==> config.mk <==
export PLATFORM = sky130hd
export DESIGN_NAME = iter_divider
export DESIGN_NICKNAME = d
export VERILOG_FILES = /design/src/rtl/iter_divider.sv
export SDC_FILE = /design/constraint.sdc
export NUM_CORES = 1
export LEC_CHECK = 0
export ABC_AREA = 0
export CORE_MARGIN = 3
export CORE_UTILIZATION = 55
export DETAILED_ROUTE_END_ITERATION = 12
export GPL_ROUTABILITY_DRIVEN = 0
export PLACE_DENSITY_LB_ADDON = 0.3
export SETUP_SLACK_MARGIN = 0.15
export SYNTH_ARGS = -nofsm -noshare
export SYNTH_HDL_FRONTEND = slang
export SYNTH_SLANG_ARGS = --single-unit
==> constraint.sdc <==
create_clock -name Clk -period 3.36 [get_ports Clk]
set_input_delay 0.336 -clock Clk [delete_from_list [all_inputs] [get_ports Clk]]
set_output_delay 0.336 -clock Clk [all_outputs]
set_load 0.02 [all_outputs]
==> src/rtl/iter_divider.sv <==
// Sequential 16-by-8 unsigned restoring divider, one quotient bit per clock, Load/Done handshake.
// Optional macro ITER_DIVIDER_DIVZERO_TRAP_EN: divide-by-zero short-circuits to DONE with DivZero set.
module iter_divider (
    input  logic        Clk,
    input  logic        Rst,
    input  logic        Load,
    input  logic [15:0] Dividend,
    input  logic [7:0]  Divisor,
    output logic [15:0] Quotient,
    output logic [7:0]  Remainder,
    output logic        Done,
    output logic        Busy,
    output logic        DivZero
);

    localparam int unsigned DW = 16;
    localparam int unsigned VW = 8;
    localparam int unsigned RW = VW + 1;
    localparam int unsigned CW = 4;
    localparam logic [CW-1:0] LAST_STEP = CW'(DW - 1);

    typedef enum logic [1:0] {
        IDLE = 2'd0,
        CALC = 2'd1,
        DONE = 2'd2
    } state_t;

    state_t          state, state_nxt;
    logic [DW-1:0]   q, q_nxt;
    logic [VW-1:0]   d, d_nxt;
    logic [RW-1:0]   r, r_nxt;
    logic [CW-1:0]   cnt, cnt_nxt;
    logic [DW-1:0]   quotient_nxt;
    logic [VW-1:0]   remainder_nxt;
    logic            done_nxt;
    logic            busy_nxt;

    // One restoring step: shift the next dividend bit into the partial remainder and try D.
    logic [RW-1:0]   trial;
    logic            fits;
    logic [RW-1:0]   diff;

    assign trial = {r[VW-1:0], q[DW-1]};
    assign fits  = (trial >= {1'b0, d});
    assign diff  = trial - {1'b0, d};

`ifdef ITER_DIVIDER_DIVZERO_TRAP_EN
    logic divzero_q, divzero_nxt;
    assign DivZero = divzero_q;
`else
    assign DivZero = 1'b0;
`endif

    always_ff @(posedge Clk) begin
        if (Rst) begin
            state <= IDLE;
        end else begin
            state <= state_nxt;
        end
    end

    always_comb begin
        state_nxt     = state;
        q_nxt         = q;
        d_nxt         = d;
        r_nxt         = r;
        cnt_nxt       = cnt;
        quotient_nxt  = Quotient;
        remainder_nxt = Remainder;
        done_nxt      = 1'b0;
`ifdef ITER_DIVIDER_DIVZERO_TRAP_EN
        divzero_nxt   = divzero_q;
`endif

        case (state)
            IDLE: begin
                if (Load) begin
`ifdef ITER_DIVIDER_DIVZERO_TRAP_EN
                    if (Divisor == '0) begin
                        quotient_nxt  = '1;
                        remainder_nxt = Dividend[VW-1:0];
                        done_nxt      = 1'b1;
                        divzero_nxt   = 1'b1;
                        state_nxt     = DONE;
                    end else
`endif
                    begin
                        q_nxt     = Dividend;
                        d_nxt     = Divisor;
                        r_nxt     = '0;
                        cnt_nxt   = '0;
                        state_nxt = CALC;
                    end
                end
            end
            CALC: begin
                r_nxt   = fits ? diff : trial;
                q_nxt   = {q[DW-2:0], fits};
                cnt_nxt = cnt + CW'(1);
                if (cnt == LAST_STEP) begin
                    quotient_nxt  = {q[DW-2:0], fits};
                    remainder_nxt = fits ? diff[VW-1:0] : trial[VW-1:0];
                    done_nxt      = 1'b1;
`ifdef ITER_DIVIDER_DIVZERO_TRAP_EN
                    divzero_nxt   = 1'b0;
`endif
                    state_nxt     = DONE;
                end
            end
            DONE: begin
                state_nxt = IDLE;
            end
            default: begin
                state_nxt = IDLE;
            end
        endcase

        busy_nxt = (state_nxt != IDLE);
    end

    always_ff @(posedge Clk) begin
        if (Rst) begin
            q         <= '0;
            d         <= '0;
            r         <= '0;
            cnt       <= '0;
            Quotient  <= '0;
            Remainder <= '0;
            Done      <= 1'b0;
            Busy      <= 1'b0;
        end else begin
            q         <= q_nxt;
            d         <= d_nxt;
            r         <= r_nxt;
            cnt       <= cnt_nxt;
            Quotient  <= quotient_nxt;
            Remainder <= remainder_nxt;
            Done      <= done_nxt;
            Busy      <= busy_nxt;
        end
    end

`ifdef ITER_DIVIDER_DIVZERO_TRAP_EN
    always_ff @(posedge Clk) begin
        if (Rst) begin
            divzero_q <= 1'b0;
        end else begin
            divzero_q <= divzero_nxt;
        end
    end
`endif

endmodule

[Word-level counts from Yosys, hierarchy flattened]
Index checks and enable logic that the tools add are counted.
Word-level totals
  register bits after elaboration: 64
  input bits: 27
  output and inout port bits: 27
  logic and storage cells: 35
Cells by class
  add/subtract/negate cells: 2
  $lt $le $gt $ge: 1
  equality and inequality tests: 3
  mux-type cells: 12
  bitwise logic cells: 1
  reductions and logical operators: 7
Operator list (count)
  $pmux 16 s2: 1
  $mux 8: 3
  $mux 16: 1
  $pmux 8 s2: 1
  $ge 9x8->1: 1
  $pmux 4 s2: 1
  $sub 8x8->8: 1
  $reduce_and 2->1: 3
  $add 4x1->4 const B: 1
  $eq 4x4->1 const B: 1
  $mux 2: 2
  $mux 4: 1
  $pmux 2 s2: 1
  $reduce_bool 2->1: 2
  $eq 2x1->1 const B: 1
  $logic_not 2->1: 1
  $ne 2x2->1 const B: 1
  $reduce_or 2->1: 1
  $mux 1: 1
  $not 1->1: 1

[Longest topological paths before layout]
  depth in word-level cells: 4
  mapped depth: 10
  mapped depth without buffers: 10

[Worst setup path before layout]
Ideal clock, no wire load.
  kind: reg2reg
  start: register d[1]
  end: register Remainder[2]
  setup time: 0.117 ns
  arrival time: 1.831 ns
  data required time: 3.243 ns
  path slack: 1.411 ns
  cell stages (with the launch flop): 9
  path buffers: 0
  clock period less this slack: 1.949 ns
  path through: dfxtp_1 > inv_1 > ha_1 > nor2b_1 > o21ai_2 > nand3b_4 > o21a_4 > or3_1 > a32o_1
On the way
  word-level cells in the longest chain between the ends: 2
  elaborated cells on any way between the ends: 3
  classes of those cells: add/sub (1); order compare (1); mux (1)
Ends and longest elaborated chain
  start: declaration: line 30  | logic [VW-1:0] d, d_nxt;
  start signal: assignment: line 133  | d <= d_nxt;
  $sub 8x8->8 / $ge 9x8->1 (equally long branches): line 45, 44
  $mux 8 *: line 102  | remainder_nxt = fits ? diff[VW-1:0] : trial[VW-1:0];
  end signal: assignment: line 137  | Remainder <= remainder_nxt;
  end: declaration: line 10  | output logic [7:0] Remainder,
Every way passes the cells marked *; elsewhere a longest branch is shown, timed or not.
A chain may end at the register's enable or synchronous reset.

[Worst setup path in the final report]
  start: register state[1]
  end: register Remainder[7]
On the way
  word-level cells in the longest chain between the ends: 2
Ends and longest elaborated chain
  start: declaration: line 28  | state_t state, state_nxt;
  start signal: assignment: line 58  | state <= state_nxt;
  $eq 2x1->1: line 75  | case (state)
  $reduce_and 2->1 (no source line)
No other way between the ends.

==> impl_results.md <==
- Least-Margin Pin Slew: 0.806 ns
- Simple-Gate Fraction of Synth Area: 23.6%
- WL/cell: 14.7 µm
- Critical path's largest stage delay: 0.57 ns
- Register area: 1280 µm²
- Largest family of logic cells by synthesized area: simple AND/OR/NAND/NOR gates
- CTS tree: built
- XOR/XNOR Fraction of Synth Area: 1.46%
- Starting Density: 57.7%
- Total wire length: 7.31 mm
- DRC Markers: 0
- Worst Path Arrival: 2.70 ns
- Crit path launch type: flip-flop
- Area Overhead vs Synth: 24.1%
- Row count: 26
- N_diodes: 0
- Worst r2r src: state[1]
- Clk network pwr share: 24.2%
- Post-DRT Antenna Nets: 0
- Commonest non-fill, non-tap cell in the layout: nor2_1
- Critical path's slowest cell: or2_2
- Max Fanout on Critical Path: 22
- Post-synthesis net count: 416
- Clk slew on worst S/H paths: 0.07 ns
- Sum Neg Setup Slack: 0 ns
- Post-DP HPWL: 5.04 mm
- Total track usage: 24.5%
- Cell Area, Placed: 3530 µm²
- Post-Layout Inst Area: 3730 µm²
- Fin crit share: 72.3%
- IO Port Bufs: 52
- Setup Skew: 0.00845 ns
- Seq pwr share: 33.6%
- Setup Viol. Count Final: 0
- DRT iter0 DRCs: 253
- Die Ht: 79.9 µm
- Run status: finished, final reports clean
- Vias/cell: 5.64
- Pins Over Slew Limit: 0
- Fmax: 412 MHz
- Post-Syn Area: 3010 µm²
- Htree depth: 3
- I/O Pins: 54
- Post-synth EDFFs: 0
- Primary FF master, synth: dfxtp_1
- Place WS: 0.907 ns
- Maxcap violations: 0
- Gr ovfl total: 0
- Worst EP required: 3.63 ns
- Avg Inst Size Synth: 7.93 µm²
- Peak VDD IR: 0.396 mV
- Share of layout cells above drive strength 1: 6.78%
- Compound-Gate Fraction of Synth Area: 22.3%
- Final Worst Setup Slack: 0.930 ns
- Hold_sp: Quotient[11]
- Synthesis-stage register bit count: 64
- Core Footprint: 5200 µm²
- CP startpoint: state[1]
- Crit end category: flip-flop
- Placed cell count: 482
- Root Buffer: clkbuf_8
- P_leak: 1.40 nW
- Slew headroom: 46.1%
- Die width: 79.9 µm
- Hold WC Path Type: flip-flop to flip-flop
- Min Clock Period, post-route: 2.43 ns
- Switching part of the total: 40.3%
- Worst path cell trace: inv_1 -> nand2_1 -> or2_2 -> nor2_1 -> o221ai_1 -> o211ai_1
- Total setup buffers inserted after CTS: 0
- Via count: 2808
- Initial antenna violation count: 0
- Vias in the first global route: 2605
- Latest clock arrival within the worst-skew pair: 0.35 ns
- Logic gate share of total power: 42.2%
- Endpoints failing hold: 0
- Post-CTS Hold Buffers: 0
- Seq/Total Area, Yosys: 42.6%
- Clk sinks: 64
- FFs w/ async S/R, synth: 0%
- Switching Power: 0.00109 W
- Adder-Cell Fraction of Synth Area: 4.41%
- Mux cell area share after synthesis: 0.666%
- Bufs and invs on worst path: 1
- Initial DRT Pass Iterations: 5
- Unique masters post-synth: 47
- First-pass GRT wire length: 12.1 mm
- CP top delay family: simple AND/OR/NAND/NOR gates
- Num CTS Buffers: 9
- Nets: 460
- Post-Synthesis Cells: 379
- # fillers: 425
- Yosys warns: 0
- Maximum clock path buffer count: 2
- Cts repair resizes: 0
- Die area: 6390 µm²
- RSZ-0062 raised after global routing: false
- Most frequent cells in the layout: nor2_1, dfxtp_1, nand2_1
- Cell Int Power: 0.00161 W
- WS Path Type: flip-flop to flip-flop
- Final Non-Filler Cells: 498
- Area of the multi-input gates: 1580 µm²
- Largest net degree at the start of global routing: 58
- Pwr dens: 723 nW/µm²
## power by group through the flow
stage | Sequential [W] | Combinational [W] | Clock, W
final | 0.000906 | 0.00114 | 0.000652
after global routing | 0.000914 | 0.00126 | 0.000686
after CTS | 0.000903 | 0.00113 | 0.000657
after detailed placement | 0.000919 | 0.00111 | 0
after global placement | 0.000917 | 0.00111 | 0
after floorplan | 0.000893 | 0.000914 | 0
## final cells by class
type,count,area share [%]
Clock buffer,9,3.32
Clock inverter,7,1.91
Inverter,13,1.31
Timing Repair Buffer,55,14.4
Sequential cell,64,34.4
Multi-Input combinational cell,280,42.3
Tap cell,70,2.35
## logic make-up after synthesis
family          count (synthesis)
simple gates                  161
compound gates                101
flops                          64
buf+inv                        35
fa+ha+maj                      10
xor+xnor                        5
mux                             2
other cells                     1
## metal layers
layer / vias up / wire [µm] / track usage [%]
met2: 95 / 3320 / 37.7
met4: 0 / 175 / 12.5
li1: 1402 / - / -
met3: 16 / 414 / 3.95
met5: - / 0 / 0
met1: 1295 / 3400 / 33.0
## path summary, 6_finish.rpt
path                        to  slack [ns]  depth (start not counted)
hold / removal    Quotient[11]        0.46                          2
setup / recovery  Remainder[7]        0.93                          6
setup reg to reg  Remainder[7]        0.93                          6
hold reg to reg   Quotient[11]        0.46                          2
## metrics by stage
stage / total power, W / hold WS (ns) / util [%]
after floorplan: 0.00181 / 0.441 / -
after global placement: 0.00203 / 0.442 / 67.9
after detailed placement: 0.00203 / 0.448 / 67.9
after CTS: 0.00269 / 0.457 / 71.7
after global routing: 0.00286 / 0.486 / 71.7
final: 0.00270 / 0.456 / 71.7
## sequential cells by signal, indices dropped and copies added, names as in the netlist
name       flops
Done           1
q             16
r              8
Quotient      16
Busy           1
cnt            4
Remainder      8
state          2
d              8
## synthesized netlist by cell type (3+ instances only)
master,instances,area share [%]
clkbuf_1,13,1.6
a21oi_1,30,5.0
nor3_1,8,1.3
dfxtp_1,64,43
inv_1,13,1.6
o21ai_0,19,3.2
buf_2,5,0.83
nand2_1,57,7.1
a2bb2oi_1,3,0.87
xnor2_1,3,0.87
o211ai_1,9,2.2
a32o_1,4,1.3
a211oi_1,13,3.2
nand3_1,6,1.0
or3_1,3,0.62
o21a_1,3,0.75
nor2_1,66,8.2
nand4_1,5,1.0
nand3b_1,3,0.75
ha_1,9,3.7
a21o_1,3,0.75
## tightest hold or removal path, delay by kind of cell (launching register included)
family          cells  cell delay [ns]
compound gates      1             0.05
flops               1             0.31
simple gates        1             0.05
Note: power is estimated with default switching activity, not from simulation.
